==> src/rtl/vec_bank_arbiter.sv <==
// vec_bank_arbiter: connects four vector lanes to four word-interleaved data
// banks. Each bank is granted to one lane per cycle in round-robin order.
// The bank's read data comes back one cycle later and is steered to the lane
// that issued the read.
module vec_bank_arbiter #(
   parameter int AW = 16,
   parameter int DW = 16,
   parameter int CW = 16
) (
   input  logic            clk,
   input  logic            rst_n,
   input  logic [3:0]      req,
   input  logic [3:0]      we,
   input  logic [4*AW-1:0] addr,
   input  logic [4*DW-1:0] wdata,
   output logic [3:0]      gnt,
   output logic [3:0]      rvalid,
   output logic [4*DW-1:0] rdata,
   output logic [4*AW-1:0] bank_raddr,
   output logic [3:0]      bank_wen,
   output logic [4*AW-1:0] bank_waddr,
   output logic [4*DW-1:0] bank_wdata,
   input  logic [4*DW-1:0] bank_rdata,
   output logic            conflict,
   output logic [CW-1:0]   conflict_cnt
);

   logic [3:0][1:0]    ptr_q, ptr_d;
   logic [3:0]         rd_own_v_q, rd_own_v_d;
   logic [3:0][1:0]    rd_own_q, rd_own_d;
   logic [CW-1:0]      cnt_q, cnt_d;
   logic [3:0][1:0]    lane_bank;
   logic [3:0][AW-1:0] lane_baddr;
   logic [3:0]         bank_hit;
   logic [3:0][1:0]    bank_win;
   logic [3:0]         lost;
   logic [3:0]         unused_addr_lsb;

   // Byte-address bit 0 has no meaning for word-wide banks.
   assign unused_addr_lsb = {addr[3*AW], addr[2*AW], addr[AW], addr[0]};

   // Saturating add of the per-cycle loser count (0..4) to the counter.
   function automatic logic [CW-1:0] sat_add(input logic [CW-1:0] base,
                                             input logic [2:0]    inc);
      logic [CW:0] sum;
      sum = {1'b0, base} + {{(CW-2){1'b0}}, inc};
      if (sum[CW]) return '1;
      return sum[CW-1:0];
   endfunction

   function automatic logic [2:0] popcount4(input logic [3:0] v);
      return 3'(v[0]) + 3'(v[1]) + 3'(v[2]) + 3'(v[3]);
   endfunction

   // Per-lane decode: target bank and the word address presented to it.
   always_comb begin
      for (int i = 0; i < 4; i++) begin
         lane_bank[i]  = addr[i*AW+1 +: 2];
         lane_baddr[i] = {2'b00, addr[i*AW+3 +: AW-3], 1'b0};
      end
   end

   // Round-robin pick per bank; scanning from ptr+3 down to ptr leaves the
   // first candidate in search order as the final winner.
   always_comb begin
      bank_hit = '0;
      bank_win = ptr_q;
      for (int b = 0; b < 4; b++) begin
         for (int k = 3; k >= 0; k--) begin
            if (rst_n && req[ptr_q[b] + 2'(k)] &&
                lane_bank[ptr_q[b] + 2'(k)] == 2'(b)) begin
               bank_hit[b] = 1'b1;
               bank_win[b] = ptr_q[b] + 2'(k);
            end
         end
      end
   end

   // Drive grants and bank ports from the winners; record read ownership.
   always_comb begin
      gnt        = '0;
      bank_wen   = '0;
      bank_raddr = '0;
      bank_waddr = '0;
      bank_wdata = '0;
      ptr_d      = ptr_q;
      rd_own_v_d = '0;
      rd_own_d   = rd_own_q;
      for (int b = 0; b < 4; b++) begin
         if (bank_hit[b]) begin
            gnt[bank_win[b]] = 1'b1;
            ptr_d[b]         = bank_win[b] + 2'd1;
            if (we[bank_win[b]]) begin
               bank_wen[b]              = 1'b1;
               bank_waddr[b*AW +: AW]   = lane_baddr[bank_win[b]];
               bank_wdata[b*DW +: DW]   = wdata[bank_win[b]*DW +: DW];
            end else begin
               bank_raddr[b*AW +: AW]   = lane_baddr[bank_win[b]];
               rd_own_v_d[b]            = 1'b1;
               rd_own_d[b]              = bank_win[b];
            end
         end
      end
   end

   // Lost requests feed the conflict flag and the saturating counter.
   always_comb begin
      lost         = req & ~gnt & {4{rst_n}};
      conflict     = |lost;
      cnt_d        = sat_add(cnt_q, popcount4(lost));
      conflict_cnt = cnt_q;
   end

   // Read return: each bank that was read last cycle answers its owner lane.
   always_comb begin
      rvalid = '0;
      rdata  = '0;
      for (int b = 0; b < 4; b++) begin
         if (rd_own_v_q[b]) begin
            rvalid[rd_own_q[b]]              = 1'b1;
            rdata[rd_own_q[b]*DW +: DW]      = bank_rdata[b*DW +: DW];
         end
      end
   end

   // State registers; reset also drops any read still in flight.
   always_ff @(posedge clk or negedge rst_n) begin
      if (!rst_n) begin
         ptr_q      <= '0;
         rd_own_v_q <= '0;
         rd_own_q   <= '0;
         cnt_q      <= '0;
      end else begin
         ptr_q      <= ptr_d;
         rd_own_v_q <= rd_own_v_d;
         rd_own_q   <= rd_own_d;
         cnt_q      <= cnt_d;
      end
   end

endmodule

==> config.mk <==
export PLATFORM = sky130hd
export DESIGN_NAME = vec_bank_arbiter
export DESIGN_NICKNAME = d
export VERILOG_FILES = /design/src/rtl/vec_bank_arbiter.sv
export SDC_FILE = /design/constraint.sdc
export NUM_CORES = 1
export LEC_CHECK = 0
export CORE_AREA = 2 2 190 192
export DETAILED_ROUTE_END_ITERATION = 12
export DIE_AREA = 0 0 192 194
export DONT_BUFFER_PORTS = 1
export GPL_ROUTABILITY_DRIVEN = 0
export PLACE_DENSITY = 0.42
export SLEW_MARGIN = 15
export SYNTH_ARGS = -nofsm -noshare
export SYNTH_HDL_FRONTEND = slang
export SYNTH_SLANG_ARGS = --single-unit
==> constraint.sdc <==
create_clock -name clk -period 4.6 [get_ports clk]
set_input_delay 0.23 -clock clk [delete_from_list [all_inputs] [get_ports clk]]
set_output_delay 0.23 -clock clk [all_outputs]
set_load 0.02 [all_outputs]
After elaboration in Yosys (flattened, before gate mapping)
Index checks and enable logic that the tools add are counted.
{"block": "word_totals", "in_bits": 202, "register_bits": 36, "wordCells": 339}
{"block": "op_classes", "order_cmp": 32, "bitwise_logic": 14, "n_addsub": 24, "shifts": 12, "n_eq_ne": 12, "mux": 186, "reduce_logical": 49}
{"operator": "2-to-1 mux 16 bit", "n": 30}
{"operator": "2-to-1 mux 64 bit", "n": 4}
{"operator": "variable shift 16 x 34 -> 64 bit, first input constant", "n": 4}
{"operator": "indexed part select 16 x 34 -> 64 bit", "n": 4}
{"operator": "indexed part select 64 x 7 -> 16 bit", "n": 4}
{"operator": "bitwise mux 64 bit", "n": 3}
{"operator": "negation 6 -> 34 bit", "n": 4}
{"operator": "binary-select mux 16 bit (select 2 bit)", "n": 4}
{"operator": "< comparator 2 x 3 -> 1 bit, second input constant", "n": 24}
{"operator": "bitwise AND 64 bit", "n": 1}
{"operator": "binary-select mux 2 bit (select 2 bit)", "n": 16}
{"operator": "2-to-1 mux 2 bit", "n": 32}
{"operator": "2-to-1 mux 1 bit", "n": 61}
{"operator": "binary-select mux 1 bit (select 2 bit)", "n": 20}
{"operator": "logical AND 1 bit", "n": 40}
{"operator": "2-to-1 mux 4 bit", "n": 8}
{"operator": "OR 4 bit", "n": 6}
{"operator": "adder 16 x 3 -> 17 bit", "n": 1}
{"operator": "adder 2 x 1 -> 2 bit, second input constant", "n": 8}
{"operator": "adder 2 bit, second input constant", "n": 8}
{"operator": "demux 1 bit (select 2 bit)", "n": 8}
{"operator": "equality test 2 bit, second input constant", "n": 8}
{"operator": ">= comparator 2 x 1 -> 1 bit, second input constant", "n": 8}
{"operator": "bitwise AND 4 bit", "n": 2}
{"operator": "other kinds (9)", "n": 21}

Longest topological paths before layout
Gate-level depths: netlist of the first run.
{"block": "depth", "ltp_word": 29, "depth_mapped": 23}

Worst setup path before layout of the first run
Ideal clock, no wire load.
{"block": "synth_path", "path_kind": "input-to-reg", "start": "in req[3]", "end": "reg cnt_q[11], in the netlist conflict_cnt[11]", "path_stages": 21, "setup_time_ns": 0.134, "n_path_buf": 4, "required_time_ns": 4.466, "slack_ns": -0.331, "arrival_ns": 4.797, "cell_sequence": "buf_4 and3b_1 or4_1 o311ai_1 o41ai_2 o41ai_4 clkbuf_1 buf_2 inv_1 ha_1 a22oi_1 nand4_1 fa_1 inv_1 fa_1 fa_1 nand3_1 or2_2 or3_1 clkbuf_1 nand2_1"}
{"element": "start: declaration", "line_no": "12", "rtl": "input logic [3:0] req,"}
{"element": "end signal: assignment", "line_no": "137", "rtl": "cnt_q <= cnt_d;"}
{"element": "end: declaration", "line_no": "31", "rtl": "logic [CW-1:0] cnt_q, cnt_d;"}

Worst setup path after layout of the first run
{"block": "layout_path", "start": "reg ptr_q[0] in the netlist's numbering", "end": "reg cnt_q[0], in the netlist conflict_cnt[0]"}
{"block": "layout_via", "elab_chain_len": 29, "word_cells_on_any_way": 60, "cone_classes": "7 x add/sub; 2 x order compare; 32 x mux; 6 x bitwise; 13 x reduce/logical"}
{"element": "start: declaration", "line_no": "28", "rtl": "logic [3:0][1:0] ptr_q, ptr_d;"}
{"element": "start signal: assignment", "line_no": "134", "rtl": "ptr_q <= ptr_d;"}
{"element": "adder 2 bit", "line_no": "70, 71, 73"}
{"element": "binary-select mux 2 bit (select 2 bit) / binary-select mux 1 bit (select 2 bit) (equally long branches)", "line_no": "71, 70"}
{"element": "2-to-1 mux 2 bit (implied by the code) / 2-to-1 mux 1 bit (equally long branches)", "line_no": "71, 70"}
{"element": "zero test 2 bit / logical AND 1 bit (equally long branches)", "line_no": "71, 70"}
{"element": "logical AND 1 bit", "line_no": "70", "rtl": "if (rst_n && req[ptr_q[b] + 2'(k)] &&"}
{"element": "2-to-1 mux 2 bit (4 in series)", "line_no": "70"}
{"element": "< comparator 2 x 3 -> 1 bit (implied by the code) / >= comparator 2 x 1 -> 1 bit (equally long branches)", "line_no": "91", "rtl": "gnt[bank_win[b]] = 1'b1;"}
{"element": "logical AND 1 bit (implied by the code)", "line_no": "91"}
{"element": "[10 not listed]"}
{"element": "bitwise AND 4 bit * (2 in series)", "line_no": "108", "rtl": "lost = req & ~gnt & {4{rst_n}};"}
{"element": "adder 1 x 1 -> 2 bit", "line_no": "52", "rtl": "return 3'(v[0]) + 3'(v[1]) + 3'(v[2]) + 3'(v[3]);"}
{"element": "adder 2 x 1 -> 3 bit", "line_no": "52"}
{"element": "adder 3 x 1 -> 3 bit *", "line_no": "52"}
{"element": "adder 16 x 3 -> 17 bit *", "line_no": "46", "rtl": "sum = {1'b0, base} + {{(CW-2){1'b0}}, inc};"}
{"element": "2-to-1 mux 1 bit", "line_no": "47", "rtl": "if (sum[CW]) return '1;"}
{"element": "2-to-1 mux 16 bit *", "line_no": "48", "rtl": "return sum[CW-1:0];"}
{"element": "named net cnt_d[0]", "line_no": "31"}
The timed path passes the listed nets; every way through them passes the cells marked *. The select of a mux whose other input is x is not followed.
A chain may end at the register's enable or synchronous reset.

==> results of run 1 <==
-- synthesized netlist by cell type, drive strengths merged (29+ instances only) --
cell type    n
nand2      178
mux2i      152
nor2       139
o21ai      116
a211oi      84
clkbuf      82
a22oi       79
mux2        74
buf         65
and2        50
a21oi       46
ha          46
dfrtp       36
nor2b       35
a22o        32
inv         29
-- worst max-delay path: cells and delay by family (launching register included) --
family,cells,cell delay (ns)
simple gates,8,2.00
fa+ha+maj,4,1.13
compound gates,3,0.53
flops,1,0.42
buf+inv,2,0.26
-- power by group --
group / switching, mW / internal (mW)
Combinational: 3.06 / 1.80
Clock: 0.157 / 0.202
Sequential: 0.211 / 0.421
Total: 3.43 / 2.42
-- registers in the layout (all words and copies together), names as in the netlist --
signal	count
ptr_q	8
rd_own_q	8
rd_own_v_q	4
conflict_cnt	16
-- layout make-up --
cell class / instances / area, µm² / area share
clock inverters: 3 / 23.8 / 0.00204
flip-flops and latches: 36 / 901 / 0.0775
inverters: 31 / 121 / 0.0104
well taps: 461 / 577 / 0.0496
multi-input cells: 1244 / 8790 / 0.756
repair buffers: 141 / 1080 / 0.0933
clock buffers: 5 / 125 / 0.0108
-- per-layer routing --
layer | routed length [µm] | track usage | vias to the layer above
met5 | 0 | 0 | -
met4 | 1580 | 0.0752 | 0
met3 | 4660 | 0.0679 | 66
met2 | 22700 | 0.415 | 561
met1 | 19500 | 0.303 | 5316
li1 | - | - | 5267
-- cell usage in the layout, fill, tap and decap left out, types with 6 or more instances in the layout --
master | netlist | layout
nand2_1 | 177 | 177
mux2i_1 | 151 | 151
buf_4 | 35 | 138
nor2_1 | 137 | 137
o21ai_0 | 113 | 113
a22oi_1 | 79 | 76
mux2_2 | 74 | 74
a211oi_1 | 74 | 72
and2_1 | 49 | 49
ha_1 | 46 | 46
a21oi_1 | 46 | 45
dfrtp_1 | 36 | 36
nor2b_1 | 35 | 35
a22o_1 | 32 | 32
inv_1 | 28 | 28
conb_1 | 1 | 24
and3_1 | 23 | 23
nand3_1 | 22 | 21
a311oi_1 | 19 | 19
a211oi_2 | 9 | 11
nand3b_1 | 9 | 9
o21a_1 | 8 | 7
nand4_1 | 7 | 7
nor3_1 | 7 | 7
xnor2_1 | 6 | 6
nor4b_2 | 0 | 6
-- worst max-delay path by stage --
stage,from,endpoint,slack [ns]
after floorplan,req[1],conflict_cnt[9]$_DFF_PN0_,0.04
after global placement,addr[1],conflict_cnt[0]$_DFF_PN0_,0.09
after detailed placement,ptr_q[0]$_DFFE_PN0N_,conflict_cnt[0]$_DFF_PN0_,0.12
after CTS,ptr_q[1]$_DFFE_PN0N_,conflict_cnt[0]$_DFF_PN0_,0.07
after global routing,ptr_q[0]$_DFFE_PN0N_,conflict_cnt[0]$_DFF_PN0_,-0.01
final,ptr_q[0]$_DFFE_PN0N_,conflict_cnt[0]$_DFF_PN0_,0.19
-- metrics by stage --
stage | utilization | hold WS, ns | total power, mW
after global placement | 0.323 | -0.0629 | 5.40
after detailed placement | 0.323 | -0.0615 | 5.44
after CTS | 0.328 | 0.204 | 5.84
final | 0.330 | 0.209 | 5.85
after floorplan | - | -0.0656 | 4.09
after global routing | 0.330 | 0.220 | 6.29
-- logic make-up after synthesis --
kind of cell | count (synthesis)
multiplexers | 226
other | 1
AND/OR/NAND/NOR | 510
XOR/XNOR | 10
AO/OA/AOI/OAI | 425
flip-flops | 36
buffers and inverters | 178
adder cells (fa/ha/maj) | 49
-- repair_timing --
item | 4_1_cts | 5_1_grt
setup buffers | 0 | 3
hold endpoints to repair | 36 | 0
hold buffers | 2 | 0
gates resized for setup | 0 | 9
endpoints found under the setup margin | 0 | 16
==> metrics, run 1 <==
Worst Hold Endpoint=rd_own_q[2]$_DFFE_PN0P_; CP peak stage delay=0.50 ns; Critical Path Slowest Stage Cell=or4b_1; depth of the most critical reg-to-reg path=17; max-slew violation count=0; Syn Area/Cell=about 7.2 µm²; minimum clock period=between 4 and 5 ns; CTS tree=yes; Core ar.=~0.035 mm²; htree depth=2; Routed Antenna Nets=0; total negative slack=0 ns; largest family of logic cells by synthesized area=compound AO/OA/AOI/OAI gates; Port-buffer cells=0; DR vias=11200; Congestion Overflow GR=0; hold violation count in the final report=0; flop2flop setup slack=0.19 ns; mux contribution to synthesized area=0.229; via-per-instance ratio=a little under 6; Yosys top cell area share=0.147; boundary pin count=487; Synth Instances=around 1400; Seq cells post-synth=36; Synth async-reset ratio=1.00; Clock Latency Late Sink=between 0.2 and 0.3 ns; Cell Count, Final, Fillers Out=1921; final worst slack=about 0.2 ns; GR Util All Layers=0.246; post-synthesis xor/xnor area fraction=0.00849; Arrival @ worst endpoint=4.64 ns; antenna violations before repair=1; Crit Path Class=flop to flop; r2r endpoint=conflict_cnt[0]$_DFF_PN0_; fillers=3894; layout cell share with drive strength beyond 1=0.189; Final period util=0.958; worst slew pin tran=between 1 and 1.5 ns; crit path max fanout=7; Max-slew headroom=0.295; cell count after placement=roughly 1900; Worst R2R Start=ptr_q[0]$_DFFE_PN0N_; Final setup viols=0; Leakage=~5.0 nW; Die Y=194 µm; max-cap violations=0; HP Start=we[3]; PwrDens=roughly 500 mW/mm²; Clock Skew=0.00792 ns; CP Cell Sequence=or4b_1 -> a21oi_2 -> o221ai_2 -> nor3_2 -> nor2_4 -> ha_1 -> a22oi_2 -> nand4_1 -> fa_1 -> inv_1 -> fa_2 -> fa_2 -> nand3_1 -> or2_2 -> or3_4 -> buf_4 -> nand2b_1; Max clock buf depth=2; Initial Util=0.293; startpoint types=flop; Yosys Warn Count=0; cts bufs inserted=5; global-route wire length before repair=71100 µm; worst hold path cell count=3; largest net degree at the start of global routing=53; DP HPWL=37500 µm; DIE AREA=about 0.037 mm²; DR pass1 iterations=5; nets=1710; dominant cell type by area after synthesis=mux2i_1; final wirelength=48500 µm; CP dominant cell by count=fa_2; adder-cell area share of the yosys netlist=0.0616; worst min-delay path class=input port to flop; P&R area growth vs syn=12.7%; pre-CTS setup slack=approximately 0.12 ns; post-synthesis compound-gate area fraction=0.292; Setup crit end kind=flop; Crit path required time=approximately 4.8 ns; Design Area, Final=between 0.01 and 0.015 mm²; Synth Cell Area=about 0.010 mm²; status=finished, final reports clean; num rows=between 60 and 70; Antenna Cells=0; top cells by area, synth=mux2i_1 15%, dfrtp_1 8.7%, mux2_2 8.1%, nand2_1 6.4%, a22oi_1 5.7%; DR iter-0 viols=~680; sequential area share after synthesis=0.0873; Synth Area in Simple Gates=0.240; vias in the first global route=11000; EDFF count, synth=0; CTS root buffer=clkbuf_16; Worst IR Drop VDD=about 340 µV; max frequency=approximately 230 MHz; DP Area=0.0114 mm²; CTS Sinks=36; drt drc=0; clk slew on worst S/H paths=0.07 ns; top_reg_cell synth=dfrtp_1; DR WL/cell=~25 µm; Die W=around 190 µm; Synth cell types=88
No activity file was read; power rests on OpenSTA's default activity.
==> run 2: changes to the inputs <==
Settings changed: RECOVER_POWER set to 25.
==> run 2 against run 1 <==
The run now ends with max-capacitance violations, max-slew violations left. Die area unchanged. Hold slack worse by 0.00086 ns. Wire length about the same. Worst setup slack better by 0.0033 ns. Critical endpoint unchanged. Sequential power about the same. Clock power about the same. Largest cell class unchanged. Sequential cell count unchanged. Sequential share of layout area about the same. Clock-buffer cell count unchanged. Clock skew down 0.00062 ns. Core utilization down 0.11 points.
==> metrics, run 2 (same netlist as run 1, synthesis figures left out) <==
Clock Latency Late Sink=0.29 ns (about the same); cell count after placement=1908 (unchanged); Die Y=194 µm (unchanged); GR Util All Layers=0.246 (unchanged); boundary pin count=487 (unchanged); max-slew violation count=37 (was 0); Core ar.=0.0352 mm² (unchanged); Congestion Overflow GR=0 (unchanged); Die W=192 µm (unchanged); clk slew on worst S/H paths=0.07 ns (about the same); Max-slew headroom=-0.494 (was 0.295); Antenna Cells=0 (unchanged); global-route wire length before repair=71100 µm (unchanged); CTS tree=yes (unchanged); most frequent cells in the layout=177 x nand2_1, 151 x mux2i_1, 137 x nor2_1 (was 177 x nand2_1, 151 x mux2i_1, 138 x buf_4); worst slew pin tran=2.24 ns (was 1.06 ns); status=complete, but fails checks (was finished, final reports clean); Tot Pwr=5.84 mW (was 5.85 mW); Port-buffer cells=0 (unchanged); commonest non-fill, non-tap cell in the layout=nand2_1 (unchanged); Final period util=0.957 (was 0.958); drt drc=0 (unchanged); Max clock buf depth=2 (unchanged); nets=1710 (unchanged); Crit Path Class=flop to flop (unchanged); hold violation count in the final report=0 (unchanged); via-per-instance ratio=5.82 (was 5.84); Clock Skew=0.00730 ns (was 0.00792 ns); failing checks=max-capacitance violations, max-slew violations; CTS Sinks=36 (unchanged); antenna violations before repair=1 (unchanged); P&R area growth vs syn=12.3% (was 12.7%); num rows=69 (unchanged); Final setup viols=0 (unchanged); Cell Count, Final, Fillers Out=1921 (unchanged); cts bufs inserted=5 (unchanged); DP HPWL=37500 µm (unchanged); DR iter-0 viols=691 (was 681); final wirelength=48600 µm (was 48500 µm); Crit path required time=4.83 ns (about the same); Setup crit end kind=flop (unchanged); Arrival @ worst endpoint=4.64 ns (about the same); fillers=3902 (was 3894); layout cell share with drive strength beyond 1=0.186 (was 0.189); DR vias=11200 (about the same); DR pass1 iterations=5 (unchanged); CTS root buffer=clkbuf_16 (unchanged); crit path max fanout=7 (unchanged); max frequency=227 MHz (about the same); startpoint types=flop (unchanged); worst min-delay path class=input port to flop (unchanged); htree depth=2 (unchanged); Initial Util=0.293 (unchanged); max-cap violations=1 (was 0); Leakage=5.01 nW (was 5.04 nW); DIE AREA=0.0372 mm² (unchanged); PwrDens=504 mW/mm² (was 503 mW/mm²); vias in the first global route=11000 (unchanged); max FFs per register=16 (unchanged); Worst IR Drop VDD=339 µV (was 336 µV); Routed Antenna Nets=0 (unchanged); largest net degree at the start of global routing=53 (unchanged); DR WL/cell=25.3 µm (about the same); minimum clock period=4.40 ns (was 4.41 ns)
[run 2: changes by cell type in the layout (fill, tap and decap cells not counted), sizes merged]
cell / before / now
buf: 140 / 135
clkbuf: 5 / 10
[run 2: routing by layer]
layer / vias to the layer above / track usage / routed length, µm / part of all wire
li1: 5264 / - / - / -
met1: 5305 / 0.303 / 19500 / 0.40
met2: 554 / 0.415 / 22800 / 0.47
met3: 66 / 0.0679 / 4710 / 0.097
met4: 0 / 0.0752 / 1560 / 0.032
met5: - / 0 / 0 / 0
[run 2: critical path: stages (launching register included)]
cell	delay (ns)
dfrtp_1	0.42
or4b_1	0.50
a21oi_2	0.18
o221ai_2	0.15
nor3_2	0.30
nor2_4	0.09
ha_1	0.20
a22oi_2	0.20
nand4_1	0.21
fa_1	0.49
inv_1	0.09
fa_2	0.23
fa_2	0.21
nand3_1	0.09
or2_2	0.33
or3_4	0.41
buf_4	0.17
nand2b_1	0.07
[run 2: layout make-up]
| type | instances | area, µm² | share of cell area |
|---|---|---|---|
| multi-input cells | 1244 | 8790 | 0.759 |
| well taps | 461 | 577 | 0.0498 |
| repair buffers | 141 | 1050 | 0.0903 |
| clock inverters | 3 | 23.8 | 0.00205 |
| inverters | 31 | 121 | 0.0105 |
| clock buffers | 5 | 125 | 0.0108 |
| flip-flops and latches | 36 | 901 | 0.0778 |
[run 2: repair_timing]
action,in CTS,in global routing
setup buffers,0,3
gates resized for setup,0,9
hold endpoints to repair,36,0
hold buffers,2,0
setup endpoints to repair,0,16
[run 2: power breakdown]
group / total, mW / switching (mW) / internal [mW]
Clock: 0.358 / 0.156 / 0.202
Combinational: 4.85 / 3.07 / 1.78
Sequential: 0.632 / 0.211 / 0.421
[run 2: final timing paths]
path | from | endpoint | slack [ns] | cells past startpoint
worst min-delay path | we[3] | rd_own_q[2]$_DFFE_PN0P_ | 0.21 | 3
worst max register to register | ptr_q[0]$_DFFE_PN0N_ | conflict_cnt[0]$_DFF_PN0_ | 0.20 | 17
max in group asynchronous | rst_n | ptr_q[4]$_DFFE_PN0P_ | 2.15 | 2
min in group asynchronous | rst_n | ptr_q[0]$_DFFE_PN0N_ | 1.16 | 2
worst min register to register | ptr_q[2]$_DFFE_PN0P_ | ptr_q[2]$_DFFE_PN0P_ | 0.59 | 2
worst max-delay path | ptr_q[0]$_DFFE_PN0N_ | conflict_cnt[0]$_DFF_PN0_ | 0.20 | 17
[run 2: stage by stage]
stage               TNS (ns)  utilization  cell area (µm²)  worst slack [ns]  hold WS (ns)
finish                     0        0.329            11600             0.198         0.208
global route         -0.0317        0.329            11600           -0.0133         0.220
CTS                        0        0.328            11600            0.0747         0.204
detailed placement         0        0.323            11400             0.125       -0.0615
global placement           0        0.323            11400            0.0938       -0.0629
floorplan                  0            -            10400            0.0373       -0.0656
==> run 3: changes to the inputs <==
Settings changed: BUFFER_PORTS_ARGS set to -buffer_cell sky130_fd_sc_hd__buf_2, CORE_AREA 2 2 190 192 to 2 2 192 194, DIE_AREA 0 0 192 194 to 0 0 194 196, DONT_BUFFER_PORTS 1 to unset, PLACE_DENSITY 0.42 to 0.54.
==> run 3 against run 2 <==
The run now ends clean. Clock power shrank 3%. Total power grew 4.3%. Worst setup slack gained 0.026 ns. Core utilization grew 4.5 points. Combinational power grew 6.0%.
==> metrics, run 3 (same netlist as run 1, synthesis figures left out) <==
htree depth=2 (unchanged); P&R area growth vs syn=30.7% (was 12.3%); Pint=2.56 mW (was 2.40 mW); minimum clock period=4.38 ns (was 4.40 ns); final wirelength=49500 µm (was 48600 µm); Leakage=6.84 nW (was 5.01 nW); boundary pin count=487 (unchanged); PwrDens=452 mW/mm² (was 504 mW/mm²); final worst slack=0.224 ns (was 0.198 ns); Crit Path Class=flop to flop (unchanged); largest net degree at the start of global routing=65 (was 53); max frequency=229 MHz (was 227 MHz); Logic pwr share=0.844 (was 0.830); clk slew on worst S/H paths=0.07 ns (about the same); DR pass1 iterations=8 (was 5); depth of the most critical reg-to-reg path=16 (was 17); max-slew violation count=0 (was 37); Final setup viols=0 (unchanged); pre-CTS setup slack=-0.0714 ns (was 0.125 ns); most frequent cells in the layout=439 x buf_2, 177 x nand2_1, 150 x mux2i_1 (was 177 x nand2_1, 151 x mux2i_1, 137 x nor2_1); Max clock buf depth=2 (unchanged); Initial Util=0.286 (was 0.293); num rows=70 (was 69); Routed Antenna Nets=0 (unchanged); startpoint types=flop (unchanged); vias in the first global route=12700 (was 11000); CTS root buffer=clkbuf_16 (unchanged); layout cell share with drive strength beyond 1=0.357 (was 0.186); cell count after placement=2315 (was 1908); Post-Route Utilization=0.374 (was 0.329); worst slew pin tran=1.04 ns (was 2.24 ns); Final period util=0.951 (was 0.957); hold violation count in the final report=0 (unchanged); max FFs per register=16 (unchanged); Sw Ratio=0.579 (was 0.588); Clock Skew=0.0140 ns (was 0.00730 ns); CTS tree=yes (unchanged); Port-buffer cells=458 (was 0); Seq pwr share=0.099 (was 0.108); Max-slew headroom=0.304 (was -0.494); Net Sw Power=3.52 mW (was 3.43 mW); GR Util All Layers=0.243 (was 0.246); Crit path required time=4.78 ns (was 4.83 ns); Design Area, Final=0.0135 mm² (was 0.0116 mm²); via-per-instance ratio=5.56 (was 5.82); drt drc=0 (unchanged); Die W=194 µm (was 192 µm); Worst IR Drop VDD=329 µV (was 339 µV); Cell Count, Final, Fillers Out=2333 (was 1921); Tot Pwr=6.09 mW (was 5.84 mW); worst min-delay path class=input port to asynchronous set/reset pin (was input port to flop); DP Area=0.0132 mm² (was 0.0114 mm²); clock network fraction of total power=0.057 (was 0.061); antenna violations before repair=5 (was 1); DR iter-0 viols=822 (was 691); DIE AREA=0.0380 mm² (was 0.0372 mm²); DR vias=13000 (was 11200); max-cap violations=0 (was 1); crit path max fanout=7 (unchanged); Die Y=196 µm (was 194 µm); Congestion Overflow GR=0 (unchanged); status=finished, final reports clean (was complete, but fails checks); global-route wire length before repair=74000 µm (was 71100 µm); Clock Latency Late Sink=0.30 ns (was 0.29 ns); cts bufs inserted=5 (unchanged); Setup crit end kind=flop (unchanged); DR WL/cell=21.2 µm (was 25.3 µm); nets=2112 (was 1710); CTS Sinks=36 (unchanged); DP HPWL=37300 µm (was 37500 µm); Arrival @ worst endpoint=4.56 ns (was 4.64 ns); Core ar.=0.0361 mm² (was 0.0352 mm²); commonest non-fill, non-tap cell in the layout=buf_2 (was nand2_1)
run 3: cell types whose count changed in the layout (fill, tap and decap cells not counted), moves of 2 or more:
| cell | previous run | this run |
|---|---|---|
| clkinvlp_4 | 2 | 0 |
| clkbuf_1 | 5 | 21 |
| buf_4 | 134 | 81 |
| dfrtp_1 | 36 | 34 |
| diode_2 | 0 | 3 |
| buf_2 | 0 | 439 |
| inv_1 | 28 | 26 |
| clkinv_2 | 0 | 2 |
| inv_2 | 0 | 2 |
| dfrtp_2 | 0 | 2 |
run 3: worst paths after layout:
check                                     startpoint                         end  slack, ns
max in group asynchronous                      rst_n   conflict_cnt[4]$_DFF_PN0_       3.34
min in group clk                               we[0]     rd_own_q[6]$_DFFE_PN0P_       0.41
max reg2reg                     ptr_q[0]$_DFFE_PN0N_  conflict_cnt[12]$_DFF_PN0_       0.22
min reg2reg                conflict_cnt[8]$_DFF_PN0_   conflict_cnt[8]$_DFF_PN0_       0.56
min                                            rst_n        ptr_q[7]$_DFFE_PN0P_       0.38
max                             ptr_q[0]$_DFFE_PN0N_  conflict_cnt[12]$_DFF_PN0_       0.22
run 3: repair_timing:
action,CTS,global route
gates resized for setup,1,15
pin swaps,0,10
hold buffers,1,0
buffers inserted,0,6
endpoints found under the setup margin,13,16
endpoints found under the hold margin,3,0
run 3: through the flow:
step | TNS, ns | hold WS [ns]
after floorplan | 0 | -0.0656
after global placement | -0.986 | 0.0894
after detailed placement | -0.564 | 0.0895
after CTS | 0 | 0.172
after global routing | -0.00995 | 0.407
final | 0 | 0.375
run 3: cell type report:
cell class,instances,area (µm²)
antenna,3,7.51
clock buffer,5,125
clock inverter,3,18.8
fill,3887,22600
inverter,31,121
multi-input combinational,1244,8800
sequential,36,903
tap,468,586
timing repair buffer,543,2910
run 3: per-layer routing:
| layer | routed length (µm) | vias to the layer above | global-route usage |
|---|---|---|---|
| li1 | - | 6071 | - |
| met1 | 19600 | 6179 | 0.285 |
| met2 | 24300 | 624 | 0.436 |
| met3 | 3950 | 98 | 0.0490 |
| met4 | 1720 | 2 | 0.0909 |
| met5 | 13 | - | 0 |
run 3: worst max-delay path, cell delays in order, from the launching register on:
cell and delay, ns:
dfrtp_2 0.46, or4b_4 0.50, a21oi_2 0.16, o221ai_2 0.15, a21boi_2 0.28, nor2_4 0.08
ha_1 0.19, a22oi_2 0.20, nand4_1 0.20, fa_1 0.59, inv_2 0.04, fa_2 0.38
fa_2 0.41, nand3_1 0.11, nor2_1 0.08, nand4_1 0.10, mux2_2 0.33
run 3: power by group through the flow:
stage / clock, mW / sequential (mW) / combinational [mW]
after global routing: 0.378 / 0.624 / 5.53
after detailed placement: 0 / 0.601 / 5.06
after CTS: 0.358 / 0.598 / 5.08
final: 0.347 / 0.601 / 5.14
after floorplan: 0 / 0.565 / 3.53
after global placement: 0 / 0.598 / 4.99
